===== config.mk =====
export PLATFORM = sky130hd
export DESIGN_NAME = tick_gen
export DESIGN_NICKNAME = d
export VERILOG_FILES = /design/src/rtl/tick_gen.sv
export SDC_FILE = /design/constraint.sdc
export NUM_CORES = 1
export LEC_CHECK = 0
export ABC_AREA = 0
export BUFFER_PORTS_ARGS = -buffer_cell sky130_fd_sc_hd__buf_2
export CAP_MARGIN = 15
export CORE_MARGIN = 2
export CORE_UTILIZATION = 52
export CTS_CLUSTER_SIZE = 24
export DETAILED_ROUTE_END_ITERATION = 16
export PLACE_DENSITY_LB_ADDON = 0.3
export SKIP_LAST_GASP = 1
export SLEW_MARGIN = 20
export SYNTH_ARGS = -nofsm -noshare
export SYNTH_HDL_FRONTEND = slang
export SYNTH_SLANG_ARGS = --single-unit
export TNS_END_PERCENT = 10

===== constraint.sdc =====
create_clock -name clk -period 3.15 [get_ports clk]
set_input_delay 0.4725 -clock clk [delete_from_list [all_inputs] [get_ports clk]]
set_output_delay 0.4725 -clock clk [all_outputs]
set_load 0.01 [all_outputs]

===== src/rtl/tick_gen.sv =====
// Multi-channel programmable divider: each channel counts clk edges up to a
// runtime-loadable terminal count and emits a one-cycle tick plus either a
// 50%-duty divided clock (mode 0) or a one-cycle strobe (mode 1).
// Latency: all outputs registered; period = counts+1 enabled cycles.
// Backpressure: none; en[i] low freezes a channel's counter without losing count.
//
// Ports:
//   clk         system clock, all logic on posedge
//   rst         asynchronous active-low reset
//   en          per-channel count enable
//   mode        per-channel output mode (0 = toggle, 1 = pulse)
//   load        single-cycle request to write load_counts into channel load_ch
//   load_ch     target channel of load (values >= CHANNELS are ignored)
//   load_counts new terminal count for the loaded channel
//   sync        restart every channel at once and clear all outputs
//   div_out     per-channel divided clock / strobe
//   tick        per-channel one-cycle pulse at terminal count
module tick_gen #(
    parameter int CHANNELS       = 4,
    parameter int COUNTER_BITS   = 25,
    parameter int DEFAULT_COUNTS = 18750000,
    parameter int CH_BITS        = (CHANNELS > 1) ? $clog2(CHANNELS) : 1
) (
    input  logic                    clk,
    input  logic                    rst,
    input  logic [CHANNELS-1:0]     en,
    input  logic [CHANNELS-1:0]     mode,
    input  logic                    load,
    input  logic [CH_BITS-1:0]      load_ch,
    input  logic [COUNTER_BITS-1:0] load_counts,
    input  logic                    sync,
    output logic [CHANNELS-1:0]     div_out,
    output logic [CHANNELS-1:0]     tick
);

    localparam logic [COUNTER_BITS-1:0] DEF_CNT = COUNTER_BITS'(DEFAULT_COUNTS);

    logic [COUNTER_BITS-1:0] ctr    [CHANNELS];
    logic [COUNTER_BITS-1:0] counts [CHANNELS];
    logic [CHANNELS-1:0]     load_hit;

    // Decode the load target; an out-of-range load_ch matches no channel,
    // so the whole load is dropped.
    always_comb begin
        load_hit = '0;
        for (int i = 0; i < CHANNELS; i++) begin
            load_hit[i] = load && (int'(load_ch) == i);
        end
    end

    always_ff @(posedge clk or negedge rst) begin
        if (!rst) begin
            for (int i = 0; i < CHANNELS; i++) begin
                ctr[i]    <= '0;
                counts[i] <= DEF_CNT;
            end
            div_out <= '0;
            tick    <= '0;
        end else begin
            for (int i = 0; i < CHANNELS; i++) begin
                // The period register takes a load even when sync wins the
                // counter/output update in the same cycle.
                if (load_hit[i]) begin
                    counts[i] <= load_counts;
                end

                if (sync) begin
                    ctr[i]     <= '0;
                    div_out[i] <= 1'b0;
                    tick[i]    <= 1'b0;
                end else if (load_hit[i]) begin
                    ctr[i]  <= '0;
                    tick[i] <= 1'b0;
                    if (mode[i]) begin
                        div_out[i] <= 1'b0;
                    end
                end else if (en[i]) begin
                    // >= rather than == so a counter stranded above a freshly
                    // shrunk period wraps at once instead of running to overflow.
                    if (ctr[i] >= counts[i]) begin
                        ctr[i]     <= '0;
                        tick[i]    <= 1'b1;
                        div_out[i] <= mode[i] ? 1'b1 : ~div_out[i];
                    end else begin
                        ctr[i]  <= ctr[i] + 1'b1;
                        tick[i] <= 1'b0;
                        if (mode[i]) begin
                            div_out[i] <= 1'b0;
                        end
                    end
                end else begin
                    tick[i] <= 1'b0;
                    if (mode[i]) begin
                        div_out[i] <= 1'b0;
                    end
                end
            end
        end
    end

endmodule

==> impl_metrics.yaml, run 1 <==
cells_and_area:
  fillers: 2042
  area_growth_pct: 11.20
  drive_gt1_frac: 0.1629
  n_antenna_cell: 0
  regArea_sq_um: 5255
  multi_input_area_sq_um: 6534
  final_nets: 1555
synth:
  yosys.cell_count.top_type: "dfrtp_1"
  ys.flop_type: "dfrtp_1"
  synth_top_area_share: 0.3354
  synth-seq-area-share: 0.4193
  synth_commonest_cells: "dfrtp_1 (168), nand2_1 (153), inv_1 (132)"
  synthTopCellsByArea: "dfrtp_1 (34%), ha_1 (10%), dfstp_2 (8.4%)"
  yosysUniqueCellTypes: 68
  netlist_area_sq_um: 12530
  syn_inst: 1368
  ys_ff_latch: 208
  syn_area_per_cell_sq_um: 9.162
  synthArstFlopShare: 1.000
  yosysWarningCount: 0
  syn_nets: 1511
  synth_top_area_cell: "dfrtp_1"
  synth_enable_flop_cells: 0
grt:
  antenna_found_initial: 0
  grt_first_pass_wirelength_microns: 50370
  grt_max_degree: 83
  grt_pass1_vias: 9888
  grt_overflow: 0
  grt_util_all_layers: 0.2403
critical_path:
  crit_type: "flip-flop to flip-flop"
  start_kind: "flip-flop"
  critPathCaptureType: "flip-flop"
  path_max_fanout: 14
  worstPathRequired_ns: 3.60
  cp.arrival_ns: 3.26
clock_network:
  path_clk_slew_ns: 0.06
  hold_buffers: 0
  htreeDepth: 1
  tritoncts: "yes"
  ctsResizeCount: 0
  clk_path_buf_depth: 3
  postCtsSetupRepairBufs: 0
  cts_root_buffer: "clkbuf_16"
  clk_latency_ns: 0.53
  numCtsBuffers: 24
  clock_sinks: 208
sta:
  tightestPinTransition_ns: 0.9595
  finalCritPeriodShare: 0.8915
  fmax_ghz: 0.3561
  hold_viol_final: 8
  finalCriticalPeriod_ns: 2.808
  rsz0062_at_grt: "no"
  relSlewSlack: 0.3596
  fin_skew_ns: 0.01063
  drv_slew: 0
  setup-tns-final_ns: 0
  worst_slack_ns: 0.3419
  setup_violations: 0
  hold_slack_ns: -0.03033
placed_design:
  dp_hpwl_microns: 21570
  gp_congestion: 0.8206
  io_buffers: 46
  dp_slack_ns: 0.3611
routing:
  routed_wirelength_microns: 30230
  ant_nets: 0
  drtPass1Iterations: 7
  drc: 0
  wire_per_inst_microns: 17.28
  num_vias: 10250
  drtIter0Drc: 586
  routed_via_density: 5.862
die:
  fp.dieArea_sq_um: 25360
  pin_count: 47
  start_util: 0.5324
  die_h_microns: 159.3
  rows: 56
  die_w_microns: 159.3
  core_sq_um: 23540
status:
  status: "complete, but fails checks"
  violations: "hold timing"
power:
  ir_worst_vdd_v: 0.0003575
  finalPower_w: 0.006703
  p_leak_nw: 6.383
  power.density_cell_area_nw_per_um2: 480.9
min_path:
  min_path_type: "primary input to async pin"
job:
  drv_cap: 0
## registers in the layout (all words and copies together) (netlist names)
| signal | cells |
|---|---|
| counts | 100 |
| ctr | 100 |
| div_out | 4 |
| tick | 4 |
## path summary, 6_finish.rpt
check	start	end	slack, ns	depth (start not counted)
min	rst	ctr[51]	-0.03	1
max	counts[37]	ctr[31]	0.34	9
max reg2reg	counts[37]	ctr[31]	0.34	9
max in group asynchronous	rst	counts[37]	2.31	2
min in group clk	load_counts[9]	counts[59]	0.23	3
min reg2reg	counts[95]	counts[95]	0.51	2
## critical path, cell delays in order, from the launching register on
cell     delay [ns]
dfstp_2        0.53
inv_1          0.04
ha_1           0.30
a21oi_1        0.13
o21ai_0        0.11
a221o_1        0.35
a211o_1        0.43
buf_4          0.26
or4_1          0.49
o21ai_0        0.08
## layout make-up
class / instances / share of cell area
Tap cell: 319 / 0.02864
Sequential cell: 208 / 0.3771
Clock buffer: 26 / 0.04516
Clock inverter: 18 / 0.009157
Timing Repair Buffer: 77 / 0.03564
Inverter: 132 / 0.03555
Multi-Input combinational cell: 969 / 0.4688
## cells by family after synthesis
logic type,Yosys count,synth area share
compound gates,302,0.1543
xor+xnor,2,0.001398
fa+ha+maj,104,0.1038
buf+inv,191,0.06010
flops,208,0.4193
mux,65,0.05760
simple gates,496,0.2035
## metrics by stage
stage / cells / utilization / hold slack (ns) / cell area [sq um]
2_1_floorplan: 1368 / - / 0.1769 / 12530
3_3_place_gp: 1705 / 0.5598 / 0.4700 / 13180
3_5_place_dp: 1705 / 0.5598 / 0.4894 / 13180
4_1_cts: 1749 / 0.5920 / 0.01717 / 13940
5_1_grt: 1749 / 0.5920 / 0.05301 / 13940
6_report: 1749 / 0.5920 / -0.03033 / 13940
## per-layer routing
| metal | vias up | global-route usage | routed length, microns |
|---|---|---|---|
| met5 | - | 0 | 0 |
| met4 | 0 | 0.07645 | 767 |
| met3 | 46 | 0.02970 | 1517 |
| met2 | 250 | 0.3895 | 14010 |
| met1 | 4903 | 0.3380 | 13940 |
| li1 | 5054 | - | - |
## power by group
part	total (W)	internal (W)	switching (W)
clock network	0.00269	0.00153	0.00116
registers	0.00308	0.00297	0.000105
logic	0.000931	0.000369	0.000562
## cell usage in the layout, fill, tap and decap left out, types with 25 or more instances in the layout
cell type  count
nor3_1        27
clkbuf_16     25
nand4_1       39
a21oi_1       46
nand3_1       78
dfrtp_1      168
inv_1        132
buf_2         45
nor2_1        64
buf_4         29
mux2_2        57
nand2_1      153
dfstp_2       40
o21ai_0      112
ha_1         104
No activity file was read; power rests on OpenSTA's default activity.
==> inputs of run 2 (changes only) <==
- MAX_ROUTING_LAYER: unset -> met4
- SETUP_SLACK_MARGIN: unset -> 0.4
==> run 2 against run 1 <==
Compared with the run above: the flow now finishes without violations; total power increased by 3.3%; first-iteration DRC count decreased by 15%; die area unchanged; clock power increased by 8.2%; cell count increased by 0.23%; clock skew increased by 0.0011 ns; count of clock-buffer cells in the layout increased by 14; critical endpoint is now ctr[90].
==> impl_metrics.yaml, run 2 (same netlist as run 1, synthesis figures left out) <==
sta:
  relSlewSlack: 0.3696
  drv_slew: 0
  fmax_ghz: 0.3734
  fin_skew_ns: 0.01175
  finalCritPeriodShare: 0.8502
  finalCriticalPeriod_ns: 2.678
  hold_viol_final: 0
  setup-tns-final_ns: 0
  worst_slack_ns: 0.4719
  rsz0062_at_grt: "yes"
  setup_violations: 0
  tightestPinTransition_ns: 0.9445
critical_path:
  worstPathCellList: "inv_1, ha_1, nand4_1, nor4_1, o21ai_0, a21o_2, buf_4, a41o_1, a22o_1"
  max_stage_delay_ns: 0.51
  path_max_fanout: 12
  crit_type: "flip-flop to flip-flop"
  start_kind: "flip-flop"
  worstPathRequired_ns: 3.56
  cp.arrival_ns: 3.08
  critPathCaptureType: "flip-flop"
  slowest_stage: "dfstp_2"
min_path:
  min_path_type: "primary input to async pin"
clock_network:
  path_clk_slew_ns: 0.06
  numCtsBuffers: 24
  cts_root_buffer: "clkbuf_16"
  tritoncts: "yes"
  clk_latency_ns: 0.53
  clk_path_buf_depth: 3
  hold_buffers: 0
  clock_sinks: 208
  htreeDepth: 1
placed_design:
  dp_slack_ns: 0.2488
  io_buffers: 46
  gp_congestion: 0.8284
  dp_hpwl_microns: 21920
die:
  die_h_microns: 159.3
  die_w_microns: 159.3
  start_util: 0.5324
  pin_count: 47
  fp.dieArea_sq_um: 25360
  rows: 56
  core_sq_um: 23540
grt:
  grt_overflow: 0
  grt_util_all_layers: 0.2544
  grt_pass1_vias: 10150
  antenna_found_initial: 0
  grt_max_degree: 106
  grt_first_pass_wirelength_microns: 51940
cells_and_area:
  fillers: 2035
  largest_registers: "counts (100), ctr (100)"
  drive_gt1_frac: 0.1646
  area_growth_pct: 12.23
  final_cell_mix: "dfrtp_1 (168), nand2_1 (153), inv_1 (132)"
  layout_commonest_cell: "dfrtp_1"
  final_nets: 1559
  regArea_sq_um: 5255
  multi_input_area_sq_um: 6576
  n_antenna_cell: 0
routing:
  wire_per_inst_microns: 17.63
  drtIter0Drc: 500
  routed_via_density: 5.882
  routed_wirelength_microns: 30900
  ant_nets: 0
  num_vias: 10310
  drc: 0
  drtPass1Iterations: 5
power:
  ir_worst_vdd_v: 0.0003053
  p_leak_nw: 6.435
  power.density_cell_area_nw_per_um2: 492.2
status:
  status: "finished, final reports clean"
job:
  drv_cap: 0
## run 2: cell types whose count changed in the layout (fill, tap and decap cells not counted), sizes merged
| cell | delta |
|---|---|
| clkbuf | +14 |
| clkinv | -11 |
| buf | +4 |
| clkinvlp | -4 |
| bufinv | +1 |
## run 2: layer usage
metal | track usage | routed length [microns] | vias up
met5 | - | 0 | -
met2 | 0.4014 | 14570 | 268
li1 | - | - | 5062
met1 | 0.3506 | 14230 | 4943
met4 | 0.06818 | 618 | 0
met3 | 0.02943 | 1478 | 38
## run 2: path summary, 6_finish.rpt
path	startpoint	end	slack, ns	cells after the start
max	counts[99]	ctr[90]	0.47	9
min	rst	ctr[53]	0.01	1
max reg2reg	counts[99]	ctr[90]	0.47	9
min reg2reg	counts[79]	counts[79]	0.50	2
max in group asynchronous	rst	counts[92]	2.22	2
min in group clk	mode[1]	div_out[1]	0.23	4
## run 2: final cells by class
cell class | count | share of cell area
flip-flops and latches | 208 | 0.3736
clock buffers | 40 | 0.05346
inverters | 132 | 0.03523
well taps | 319 | 0.02838
clock inverters | 4 | 0.005159
repair buffers | 81 | 0.03665
multi-input cells | 969 | 0.4675
## run 2: power breakdown
group,internal [W],switching [W],total (W)
clock network,0.00178,0.00112,0.00291
registers,0.00298,0.000107,0.00308
logic,0.000371,0.000565,0.000936
total,0.00513,0.00180,0.00692
## run 2: what timing repair did
action	CTS	global route
gates cloned	0	1
setup buffers	0	3
pin swaps	0	1
endpoints found under the setup margin	15	72
gates resized for setup	1	8
## run 2: worst max-delay path, delay by kind of cell, from the launching register on
kind	cells	cell delay, ns
AO/OA/AOI/OAI	4	0.93
adder cells (fa/ha/maj)	1	0.31
AND/OR/NAND/NOR	2	0.54
flip-flops	1	0.51
buffers and inverters	2	0.24
## run 2: stage by stage
stage / cell area (sq um) / utilization / hold slack (ns) / cells / total power [W]
after floorplan: 12530 / - / 0.1769 / 1368 / 0.003718
after global placement: 13170 / 0.5593 / 0.4695 / 1705 / 0.003998
after detailed placement: 13170 / 0.5593 / 0.4884 / 1705 / 0.004055
after CTS: 13990 / 0.5944 / 0.07523 / 1749 / 0.006977
after global routing: 14070 / 0.5975 / 0.1046 / 1753 / 0.007251
final: 14070 / 0.5975 / 0.01319 / 1753 / 0.006923
==> inputs of run 3 (changes only) <==
- CORE_ASPECT_RATIO: unset -> 1.1
==> run 3 against run 2 <==
Compared with the run above: sequential share of layout area decreased by 0.21 points; setup slack lost 0.062 ns; wire length is essentially flat; critical path depth unchanged; first-iteration DRC count grew 25%.
==> impl_metrics.yaml, run 3 (same netlist as run 1, synthesis figures left out) <==
status:
  status: "finished, final reports clean"
cells_and_area:
  drive_gt1_frac: 0.1652
  final_cell_mix: "dfrtp_1 (168), nand2_1 (153), inv_1 (132)"
  area_growth_pct: 12.88
  largest_registers: "counts (100), ctr (100)"
  final_cells: 1734
  fillers: 2008
  layout_commonest_cell: "dfrtp_1"
  final_nets: 1555
  n_antenna_cell: 0
sta:
  hold_viol_final: 0
  relSlewSlack: 0.3460
  tightestPinTransition_ns: 0.9799
  finalCritPeriodShare: 0.8697
  finalCriticalPeriod_ns: 2.740
  drv_slew: 0
  fmax_ghz: 0.3650
  setup_violations: 0
  setup-tns-final_ns: 0
  fin_skew_ns: 0.008178
  rsz0062_at_grt: "yes"
clock_network:
  cts_root_buffer: "clkbuf_16"
  clk_latency_ns: 0.52
  clk_path_buf_depth: 3
  clock_sinks: 208
  path_clk_slew_ns: 0.06
  tritoncts: "yes"
  htreeDepth: 1
  numCtsBuffers: 23
critical_path:
  rr_worst_depth: 9
  cp.arrival_ns: 3.15
  worstPathRequired_ns: 3.56
  critPathCaptureType: "flip-flop"
  start_kind: "flip-flop"
  path_max_fanout: 21
  worstPathCellList: "inv_1, ha_1, a21oi_1, o21ai_0, a2111o_1, o41ai_2, buf_12, nand2_2, o32ai_1"
  slowest_stage: "dfstp_2"
  crit_type: "flip-flop to flip-flop"
  max_stage_delay_ns: 0.52
grt:
  grt_overflow: 0
  grt_first_pass_wirelength_microns: 51600
  grt_pass1_vias: 10020
  grt_max_degree: 75
  antenna_found_initial: 0
  grt_util_all_layers: 0.2535
die:
  rows: 59
  pin_count: 47
  core_sq_um: 23700
  die_h_microns: 166.8
  fp.dieArea_sq_um: 25360
  start_util: 0.5289
  die_w_microns: 152.0
placed_design:
  dp_hpwl_microns: 21630
  gp_congestion: 0.8537
  io_buffers: 46
  place_inst: 1691
routing:
  ant_nets: 0
  routed_via_density: 6.012
  drtPass1Iterations: 5
  drtIter0Drc: 625
  wire_per_inst_microns: 17.82
  num_vias: 10420
  drc: 0
  routed_wirelength_microns: 30900
job:
  drv_cap: 0
power:
  p_leak_nw: 6.489
  ir_worst_vdd_v: 0.0003689
  power.density_cell_area_nw_per_um2: 517.3
min_path:
  hold_depth: 4
  min_path_type: "primary input to flip-flop"
run 3: cell count changes in the layout (fill, tap and decap cells not counted), moves of 2 or more:
| cell | previous run | this run |
|---|---|---|
| bufinv_16 | 2 | 9 |
| clkbuf_1 | 8 | 1 |
| buf_4 | 32 | 27 |
| clkbuf_8 | 8 | 4 |
| buf_12 | 1 | 4 |
| clkinv_2 | 1 | 4 |
| clkbuf_16 | 25 | 23 |
run 3: layer usage:
layer | routed length (microns) | global-route usage | vias to the layer above
met2 | 14640 | 0.4115 | 267
met5 | 0 | - | -
met1 | 13870 | 0.3370 | 5051
met3 | 1376 | 0.02472 | 57
met4 | 1022 | 0.08289 | 0
li1 | - | - | 5049
run 3: layout make-up:
cell class	count	area [sq um]	area share
Inverter	132	495.5	0.03502
Tap cell	305	381.6	0.02697
Clock buffer	27	620.6	0.04387
Multi-Input combinational cell	969	6555	0.4633
Clock inverter	15	307.8	0.02176
Sequential cell	208	5255	0.3715
Timing Repair Buffer	78	531.8	0.03759
run 3: power by group:
part | internal (W) | total (W) | switching, W | leakage (nW)
Combinational | 0.000373 | 0.000939 | 0.000566 | 3.38
Sequential | 0.00297 | 0.00308 | 0.000107 | 2.65
Clock | 0.00215 | 0.00330 | 0.00115 | 0.458
run 3: final timing paths:
kind                             from          to  slack [ns]
min in group asynchronous         rst     ctr[50]        0.52
hold / removal                mode[1]  div_out[1]        0.23
setup reg to reg           counts[74]     ctr[54]        0.41
max in group asynchronous         rst  counts[54]        1.71
setup / recovery           counts[74]     ctr[54]        0.41
hold reg to reg            counts[95]  counts[95]        0.51
run 3: critical path, delay by kind of cell, from the launching register on:
family,cells,cell delay [ns]
simple gates,1,0.12
flops,1,0.52
buf+inv,2,0.26
compound gates,5,1.41
fa+ha+maj,1,0.31
run 3: what timing repair did:
| action | 4_1_cts | 5_1_grt |
|---|---|---|
| resized for setup | 1 | 5 |
| hold buffers | 1 | 0 |
| endpoints found under the setup margin | 21 | 64 |
| hold endpoints to repair | 15 | 0 |
| setup buffers | 0 | 0 |
run 3: through the flow:
step	util	total power, W	cell area, sq um	setup slack, ns	hold WS [ns]
after global placement	0.5565	0.003997	13190	0.3489	0.4871
after floorplan	-	0.003718	12530	0.7455	0.1769
final	0.5970	0.007318	14150	0.4104	0.2329
after global routing	0.5970	0.007644	14150	0.2513	0.2286
after CTS	0.5962	0.007365	14130	0.2904	0.2160
after detailed placement	0.5565	0.004053	13190	0.2908	0.4938
